===== src/rtl/systolic_pkg.sv =====
// Shared types and helpers for the systolic array edge logic.
//   feeder_state_e : sequencing states of the skew feeder
//   lane_lsb()     : bit offset of a lane inside a packed row vector
package systolic_pkg;

  typedef enum logic [1:0] {
    IDLE   = 2'd0,
    STREAM = 2'd1,
    FLUSH  = 2'd2
  } feeder_state_e;

  function automatic int lane_lsb(input int lane, input int width);
    return lane * width;
  endfunction

endpackage


===== src/rtl/skew_lane.sv =====
// One lane of the skew stage: a depth_p-deep {valid, data} delay line that
// shifts only on adv_i.
//   clk_i, reset_i  : clock, async active-low reset
//   adv_i           : shift enable (array advance)
//   valid_i, data_i : stage-0 load value (bubbles arrive as valid 0, data 0)
//   valid_o, data_o : last stage, presented to the array edge
module skew_lane #(
  parameter int width_p = 8,
  parameter int depth_p = 1
) (
  input  logic               clk_i,
  input  logic               reset_i,
  input  logic               adv_i,
  input  logic               valid_i,
  input  logic [width_p-1:0] data_i,
  output logic               valid_o,
  output logic [width_p-1:0] data_o
);

  logic [depth_p-1:0] r_valid;
  logic [width_p-1:0] r_data [depth_p];

  always_ff @(posedge clk_i or negedge reset_i) begin
    if (!reset_i) begin
      r_valid <= '0;
      for (int k = 0; k < depth_p; k++) r_data[k] <= '0;
    end else if (adv_i) begin
      r_valid[0] <= valid_i;
      r_data[0]  <= data_i;
      for (int k = 1; k < depth_p; k++) begin
        r_valid[k] <= r_valid[k-1];
        r_data[k]  <= r_data[k-1];
      end
    end
  end

  assign valid_o = r_valid[depth_p-1];
  assign data_o  = r_data[depth_p-1];

endmodule


===== src/rtl/skew_feeder.sv =====
// Input skew stage for the systolic array. Lane i of each accepted row vector
// is delayed by i advance cycles so the array edge sees a diagonal wavefront;
// after the last vector of a tile, zeros are flushed until the last element
// reaches the far lane, then done_o pulses.
//   clk_i, reset_i           : clock, async active-low reset
//   valid_i, last_i, data_i  : upstream row vector (packed, lane 0 in LSBs)
//   ready_o                  : vector accepted when valid_i & ready_o
//   ready_i                  : array advance enable; low freezes everything
//   valid_o, data_o          : skewed per-lane valid/data at the array edge
//   busy_o                   : tile in progress or data still in flight
//   done_o                   : one-cycle pulse when the flush completes
//
// state  | meaning
// IDLE   | no tile open, pipeline drained
// STREAM | tile open, accepting vectors (bubbles allowed)
// FLUSH  | last vector taken, shifting in bubbles until it reaches the far lane
module skew_feeder
  import systolic_pkg::*;
#(
  parameter int width_p = 8,
  parameter int lanes_p = 8
) (
  input  logic                       clk_i,
  input  logic                       reset_i,
  input  logic                       valid_i,
  input  logic                       last_i,
  input  logic [width_p*lanes_p-1:0] data_i,
  output logic                       ready_o,
  input  logic                       ready_i,
  output logic [lanes_p-1:0]         valid_o,
  output logic [width_p*lanes_p-1:0] data_o,
  output logic                       busy_o,
  output logic                       done_o
);

  localparam int CNT_W = $clog2(lanes_p);
  localparam logic [CNT_W-1:0] CNT_LAST = CNT_W'(lanes_p - 2);

  feeder_state_e    r_state, w_state_nxt;
  logic [CNT_W-1:0] r_cnt, w_cnt_nxt;
  logic             r_done, w_exit;
  logic             w_accept;

  assign ready_o  = ready_i & (r_state != FLUSH);
  assign w_accept = valid_i & ready_o;

  always_comb begin
    w_state_nxt = r_state;
    w_cnt_nxt   = r_cnt;
    w_exit      = 1'b0;
    case (r_state)
      IDLE, STREAM: begin
        if (w_accept) begin
          if (last_i) begin
            w_state_nxt = FLUSH;
            w_cnt_nxt   = '0;
          end else begin
            w_state_nxt = STREAM;
          end
        end
      end
      FLUSH: begin
        if (r_cnt == CNT_LAST) begin
          w_state_nxt = IDLE;
          w_exit      = 1'b1;
        end else begin
          w_cnt_nxt = r_cnt + CNT_W'(1);
        end
      end
      default: w_state_nxt = IDLE;
    endcase
  end

  // done_o is simply the registered exit condition, so it drops on the next
  // advance and freezes with everything else during a stall.
  always_ff @(posedge clk_i or negedge reset_i) begin
    if (!reset_i) begin
      r_state <= IDLE;
      r_cnt   <= '0;
      r_done  <= 1'b0;
    end else if (ready_i) begin
      r_state <= w_state_nxt;
      r_cnt   <= w_cnt_nxt;
      r_done  <= w_exit;
    end
  end

  for (genvar i = 0; i < lanes_p; i++) begin : g_lane
    localparam int LSB = lane_lsb(i, width_p);
    logic [width_p-1:0] w_lane_in;

    // Non-accepted cycles load a zero bubble so data_o is zero wherever
    // valid_o is low.
    assign w_lane_in = w_accept ? data_i[LSB +: width_p] : '0;

    skew_lane #(
      .width_p (width_p),
      .depth_p (i + 1)
    ) u_lane (
      .clk_i   (clk_i),
      .reset_i (reset_i),
      .adv_i   (ready_i),
      .valid_i (w_accept),
      .data_i  (w_lane_in),
      .valid_o (valid_o[i]),
      .data_o  (data_o[LSB +: width_p])
    );
  end

  // On FLUSH exit the only valid stage left is the far lane's output register,
  // so watching valid_o is enough to cover every stage.
  assign busy_o = (r_state != IDLE) | (|valid_o);
  assign done_o = r_done;

endmodule


===== config.mk =====
export PLATFORM = sky130hd
export DESIGN_NAME = skew_feeder
export DESIGN_NICKNAME = d
export VERILOG_FILES = /design/src/rtl/systolic_pkg.sv /design/src/rtl/skew_lane.sv /design/src/rtl/skew_feeder.sv
export SDC_FILE = /design/constraint.sdc
export NUM_CORES = 1
export LEC_CHECK = 0
export ABC_AREA = 1
export BUFFER_PORTS_ARGS = -buffer_cell sky130_fd_sc_hd__buf_4
export CORE_MARGIN = 2
export CORE_UTILIZATION = 55
export CTS_CLUSTER_SIZE = 20
export DETAILED_ROUTE_END_ITERATION = 10
export PLACE_DENSITY = 0.76
export SYNTH_ARGS = -nofsm -noshare
export SYNTH_HDL_FRONTEND = slang
export SYNTH_SLANG_ARGS = --single-unit

===== constraint.sdc =====
create_clock -name clk_i -period 2.5 [get_ports clk_i]
set_input_delay 0.25 -clock clk_i [delete_from_list [all_inputs] [get_ports clk_i]]
set_output_delay 0.25 -clock clk_i [all_outputs]
set_load 0.01 [all_outputs]

==> run summary, run 1 <==
Detailed Route WL: 23.7 mm
Setup Total Neg Slack: 0 ns
layout overhead on the synthesized area: 20.9%
routed via count divided by cell count: 4.96
vias in the first global route: 8121
FF-to-FF End: r_cnt[0]
most used standard cell by instance count after synthesis: sky130_fd_sc_hd__nand2_1
Distinct cells, synth: 24
number of gates given a new drive strength after cts: 0
signal arrival time at the worst endpoint: 1.74 ns
row count: 54
Final Wtd Congestion: 0.747
count of mapped cells out of synthesis: 1244
port buffer count: 143
clock buffer depth: 3
launch point of the worst path: r_state[1]
fraction of layout instances using a drive strength above 1: 17.0%
total iterations of the first detailed-routing run: 5
sequential share of the synthesized area: 63.0%
peak supply drop: 507 uV
Commonest cells post-synth: 304 x sky130_fd_sc_hd__nand2_1, 302 x sky130_fd_sc_hd__dfrtp_1, 248 x sky130_fd_sc_hd__o21ai_0
post-synth net total: 1315
category of cells accounting for the largest share of critical-path delay: flip-flops
Remaining Overflow, GRT: 0
internal reg-to-reg setup slack: 0.80 ns
share of synthesized area spent on multiplexers: 0%
pin count of the biggest net entering global routing: 202
Antenna Violating Nets Remaining: 0
H-Tree Level Count: 1
total die area: 23000 um2
worst slew pin tran: 0.804 ns
sum of buffers and inverters on the critical path: 2
CP Data Required Time: 2.25 ns
crit end category: output pin
dominant cell type by area after synthesis: sky130_fd_sc_hd__dfrtp_1
total clock buffers created by CTS: 31
number of cells in the finished layout apart from fillers: 1673
number of slew-limit violations in the final report: 0
area share of and/or/nand/nor cells after synthesis: 12.0%
final hold violation count: 0
core area: 21600 um2
fin crit period: 1.99 ns
total setup violations reported at the end of the flow: 0
starting density of the core: 55.5%
CP endpoint: ready_o
Crit Reg-Reg Startpoint: r_state[0]
number of enable-type register cells in the synthesized netlist: 0
kind of start point of the critical path: flop
Chip Height: 152 um
dominant combinational cell family by area after synthesis: buffers and inverters
sum of internal, switching and leakage power: 0.0127 W
cell with the largest stage delay on the worst path: sky130_fd_sc_hd__dfrtp_1
worst min-delay path category: in2reg
Avg Synthesized Cell Area: 9.65 um2
leading post-synthesis cells by cell area: sky130_fd_sc_hd__dfrtp_1 63%, sky130_fd_sc_hd__o21ai_0 10%, sky130_fd_sc_hd__nand2_1 9.5%
Horiz. Die Dim: 152 um
worst clock skew on the final layout: 0.0175 ns
total instance count after detailed placement: 1550
logic depth of the worst path, buffers included: 4
share of the synthesized area in the top cell type: 63.0%
Setup Crit Path Kind: reg2out
xor/xnor share of the synthesized area: 0.0730%
run status: complete, no violations
CTS tree: yes
power density normalized to cell area: 877 nW/um2
net total in the final layout: 1439
crit-path cells: inv_1, nor2_2, nor2_4, buf_4
top achievable clock speed: 504 MHz
compound-cell area share of the yosys netlist: 12.3%
average wire per cell in the routed design: 14.2 um
1st-iter DRT viols: 479
number of antenna violations at the first check in global routing: 1
Root Buffer Master: sky130_fd_sc_hd__clkbuf_16
post-DP HPWL: 13.5 mm
primary flip-flop cell chosen by synthesis mapping: sky130_fd_sc_hd__dfrtp_1
max-cap violations: 0
Global Route Usage Sum: 21.3%
netlist area before placement: 12000 um2
clock latency at the later pin of the worst-skew pair: 0.56 ns
TritonCTS sink count: 302
overall via count from detail_route: 8292
unrepaired setup endpoints after global routing: no
proportion of register bits with asynchronous set or reset after synthesis: 100%
number of synthesized register bits: 302
maximum fanout along the worst path: 12
total leakage power: 7.05 nW
adder and majority cell fraction of the synthesized area: 0.208%
number of warnings reported in the yosys synthesis log: 0
Relative slew margins: 46.4%
cells on worst reg2reg path: 7
global-route wire length before repair: 39.7 mm
post-CTS clock slew at the launch and capture registers of the worst setup and hold paths: 0.06 ns
max incr delay on CP: 0.43 ns
number of DRC violations after detailed routing: 0
I/O pin count: 144
final cycle utilization of the critical path: 79.4%
[cells in the final DEF (no fill, tap or decap), drive strengths merged, types with 4 or more instances in the layout]
cell type    synthesis  final
nand2              305    305
dfrtp              302    302
o21ai              287    287
inv                165    167
buf                105    159
dlygate4sd3          0     65
clkbuf              28     44
nand3               34     34
nor2                11     11
clkinv               0      6
bufinv               0      4
[power breakdown]
| group | switching (W) | leakage [nW] | internal, W |
|---|---|---|---|
| combinational | 0.00107 | 2.50 | 0.000787 |
| sequential | 0.000404 | 4.01 | 0.00570 |
| clock | 0.00185 | 0.535 | 0.00292 |
| total | 0.00333 | 7.05 | 0.00940 |
[final cells by class]
type                    count  area, um2
repair buffers            224       1940
clock inverters            12        168
flip-flops and latches    302       7560
fillers                  1658       7110
inverters                 165        627
clock buffers              44        905
diodes                      2       5.00
multi-input cells         644       2960
well taps                 280        350
[registers in the layout, indices dropped and copies added, names as in the netlist]
register               cells
g_lane.u_lane.data_o      64
r_cnt                      3
r_state                    2
g_lane.u_lane.r_data     224
done_o                     1
g_lane.u_lane.r_valid      8
[worst min-delay path by stage]
stage | cells past startpoint | slack, ns | to | startpoint
after floorplan | 0 | -0.05 | done_o | reset_i
after global placement | 1 | 0.28 | g_lane[7].u_lane.data_o[7] | reset_i
after detailed placement | 1 | 0.28 | g_lane[7].u_lane.data_o[7] | reset_i
after CTS | 3 | 0.05 | g_lane[6].u_lane.r_data[55] | data_i[55]
after global routing | 3 | 0.06 | g_lane[6].u_lane.r_data[55] | data_i[55]
final | 3 | 0.07 | g_lane[6].u_lane.r_data[55] | data_i[55]
[metal layers]
layer / GRT usage [%] / vias up / share of wire [%]
li1: - / 4072 / -
met3: 4.25 / 49 / 4.8
met2: 33.2 / 184 / 47
met1: 30.8 / 3987 / 46
met4: 5.83 / 0 / 2.5
met5: 0 / - / 0
[repair_timing]
action	CTS	global route
endpoints found under the hold margin	135	0
buffers inserted	0	0
hold buffers	65	0
[per-stage QoR]
step	setup WS [ns]	hold slack (ns)	utilization, %	instance area [um2]
after floorplan	1.35	-0.0456	-	12000
after global placement	0.742	0.283	59.1	12800
after detailed placement	0.665	0.283	59.1	12800
after CTS	0.494	0.0496	67.1	14500
after global routing	0.432	0.0610	67.1	14500
final	0.514	0.0677	67.1	14500
[cells by family (layout without fill, tap and decap cells)]
| family | count (synthesis) | in the layout |
|---|---|---|
| buffers and inverters | 298 | 445 |
| other | 0 | 2 |
| xor gates and xnor gates | 1 | 1 |
| AOI/OAI and AO/OA | 288 | 288 |
| DFF | 302 | 302 |
| and+or+nand+nor | 353 | 353 |
| adders and majority gates | 2 | 2 |
[worst register-to-register path, stage by stage, from the launching register on]
cell and delay (ns):
sky130_fd_sc_hd__dfrtp_1 0.41, sky130_fd_sc_hd__inv_1 0.07, sky130_fd_sc_hd__nand2_2 0.13, sky130_fd_sc_hd__nand3_2 0.36, sky130_fd_sc_hd__nand2_1 0.31, sky130_fd_sc_hd__nand3_1 0.16
sky130_fd_sc_hd__nand2_1 0.09, sky130_fd_sc_hd__nand2_1 0.05
Note: power is estimated with default switching activity, not from simulation.
==> run 2: changes to the inputs <==
- CORE_UTILIZATION: 55 -> 52
- PLACE_DENSITY: 0.76 -> 0.75
- clock period: 2.5 -> 1.75 ns (I/O delays scaled with it)
==> run 2 against run 1 <==
Compared with the run above: global-route usage fell by 0.96 points; die area rose by 5.6%; sequential cell count did not move; via count rose by 0.37%; non-clock buffer count rose by 10; largest power group unchanged; register-to-register slack got worse by 0.47 ns; core utilization fell by 2.3 points.
==> run summary, run 2 (synthesized netlist as in run 1, its figures left out) <==
run status: complete, no violations
routed via count divided by cell count: 4.93
crit end category: output pin
vias in the first global route: 8260
Hold Path Stages: 4
layout overhead on the synthesized area: 22.3%
average wire per cell in the routed design: 14.2 um
core area: 22600 um2
kind of start point of the critical path: flop
maximum fanout along the worst path: 3
Remaining Overflow, GRT: 0
net total in the final layout: 1449
max-cap violations: 0
clock latency at the later pin of the worst-skew pair: 0.55 ns
flip-flop count of the largest register, all copies and words added: 224
port buffer count: 143
top sig layer: met4
total die area: 24300 um2
Filler cells: 1735
CTS tree: yes
Finished Core Util: 64.9%
hold_sp: ready_i
unrepaired setup endpoints after global routing: yes
total setup violations reported at the end of the flow: 0
cells on worst reg2reg path: 8
Detailed Route WL: 24.0 mm
CP Data Required Time: 1.57 ns
total iterations of the first detailed-routing run: 5
pin count of the biggest net entering global routing: 134
final hold violation count: 0
total inserted antenna cells: 0
internal reg-to-reg setup slack: 0.33 ns
row count: 55
post-CTS clock slew at the launch and capture registers of the worst setup and hold paths: 0.06 ns
Worst Hold Endpoint: g_lane[4].u_lane.r_data[36]
final cycle utilization of the critical path: 98.6%
signal arrival time at the worst endpoint: 1.55 ns
wire length the detailed router placed on met1: 10.9 mm
worst clock skew on the final layout: 0.0144 ns
number of cells in the finished layout apart from fillers: 1688
worst min-delay path category: in2reg
Antenna Violating Nets Remaining: 0
Chip Height: 156 um
number of slew-limit violations in the final report: 0
starting density of the core: 53.0%
launch point of the worst path: g_lane[6].u_lane.r_valid[5]
Final Wtd Congestion: 0.805
most common cell after layout, fill and taps aside: sky130_fd_sc_hd__nand2_1
fin crit period: 1.72 ns
Global Route Usage Sum: 20.3%
register containing the most flip-flops in the final layout: g_lane.u_lane.r_data
Relative slew margins: 63.8%
total leakage power: 7.11 nW
highest-count cells in the layout ignoring fill and taps: 304 x sky130_fd_sc_hd__nand2_1, 301 x sky130_fd_sc_hd__dfrtp_1, 248 x sky130_fd_sc_hd__o21ai_0, 163 x sky130_fd_sc_hd__inv_1, 153 x sky130_fd_sc_hd__buf_4
Crit Reg-Reg Startpoint: r_cnt[0]
power density normalized to cell area: 1250 nW/um2
Root Buffer Master: sky130_fd_sc_hd__clkbuf_16
global-route wire length before repair: 40.5 mm
peak supply drop: 822 uV
total instance count after detailed placement: 1559
worst slew pin tran: 0.543 ns
1st-iter DRT viols: 598
I/O pin count: 144
fraction of layout instances using a drive strength above 1: 17.7%
number of antenna violations at the first check in global routing: 0
Setup Crit Path Kind: reg2out
DR WL met2: 11.5 mm
total clock buffers created by CTS: 31
top achievable clock speed: 580 MHz
post-DP HPWL: 14.3 mm
FF-to-FF End: r_cnt[2]
clock buffer depth: 3
overall via count from detail_route: 8323
number of DRC violations after detailed routing: 0
TritonCTS sink count: 302
Horiz. Die Dim: 156 um
H-Tree Level Count: 1
wire length on met3: 1.28 mm
[run 2: layout make-up]
cell class                 instances  area, um2  share of cell area, %
timing repair buffer             234       2070                   14.1
clock buffer                      49        953                   6.49
clock inverter                     9        130                  0.886
inverter                         165        627                   4.27
tap                              285        357                   2.43
sequential                       302       7560                   51.5
multi-input combinational        644       2990                   20.3
[run 2: timing repair]
action / 4_1_cts / 5_1_grt
hold buffers: 67 / 0
cloned: 0 / 0
buffers inserted: 3 / 1
endpoints found under the hold margin: 154 / 0
pin swaps: 2 / 2
setup endpoints to repair: 2 / 2
gates resized for setup: 6 / 4
[run 2: metal layers]
layer  track usage [%]  up-vias
li1                  -     4084
met1              28.8     4034
met2              33.2      185
met3              3.69       20
met4              4.24        0
met5                 0        -
[run 2: stage by stage]
step / hold WS (ns) / setup slack [ns] / setup TNS (ns) / cell area, um2 / power, W
CTS: 0.0522 / -0.0163 / -0.0163 / 14700 / 0.0184
global placement: 0.162 / 0.478 / 0 / 12900 / 0.0112
finish: 0.0800 / 0.0251 / 0 / 14700 / 0.0183
global route: 0.0995 / -0.0375 / -0.0375 / 14700 / 0.0193
floorplan: -0.121 / 0.595 / 0 / 12000 / 0.0105
detailed placement: 0.169 / 0.390 / 0 / 12900 / 0.0114
[run 2: power breakdown]
| group | internal (W) | total, W | switching, W |
|---|---|---|---|
| sequential | 0.00814 | 0.00870 | 0.000562 |
| combinational | 0.00119 | 0.00278 | 0.00159 |
| clock | 0.00417 | 0.00682 | 0.00265 |
| total | 0.0135 | 0.0183 | 0.00480 |
[run 2: worst max-delay path by stage]
stage,end,slack (ns),depth (start not counted)
global placement,busy_o,0.48,3
global route,busy_o,-0.04,3
finish,busy_o,0.03,3
detailed placement,r_cnt[2],0.39,8
floorplan,r_cnt[0],0.60,8
CTS,busy_o,-0.02,3
[run 2: worst max-delay path, cell delays in order (launching register included)]
cell and delay [ns]:
sky130_fd_sc_hd__dfrtp_1 0.43, sky130_fd_sc_hd__nor4_4 0.31, sky130_fd_sc_hd__nand3_2 0.12, sky130_fd_sc_hd__buf_6 0.14
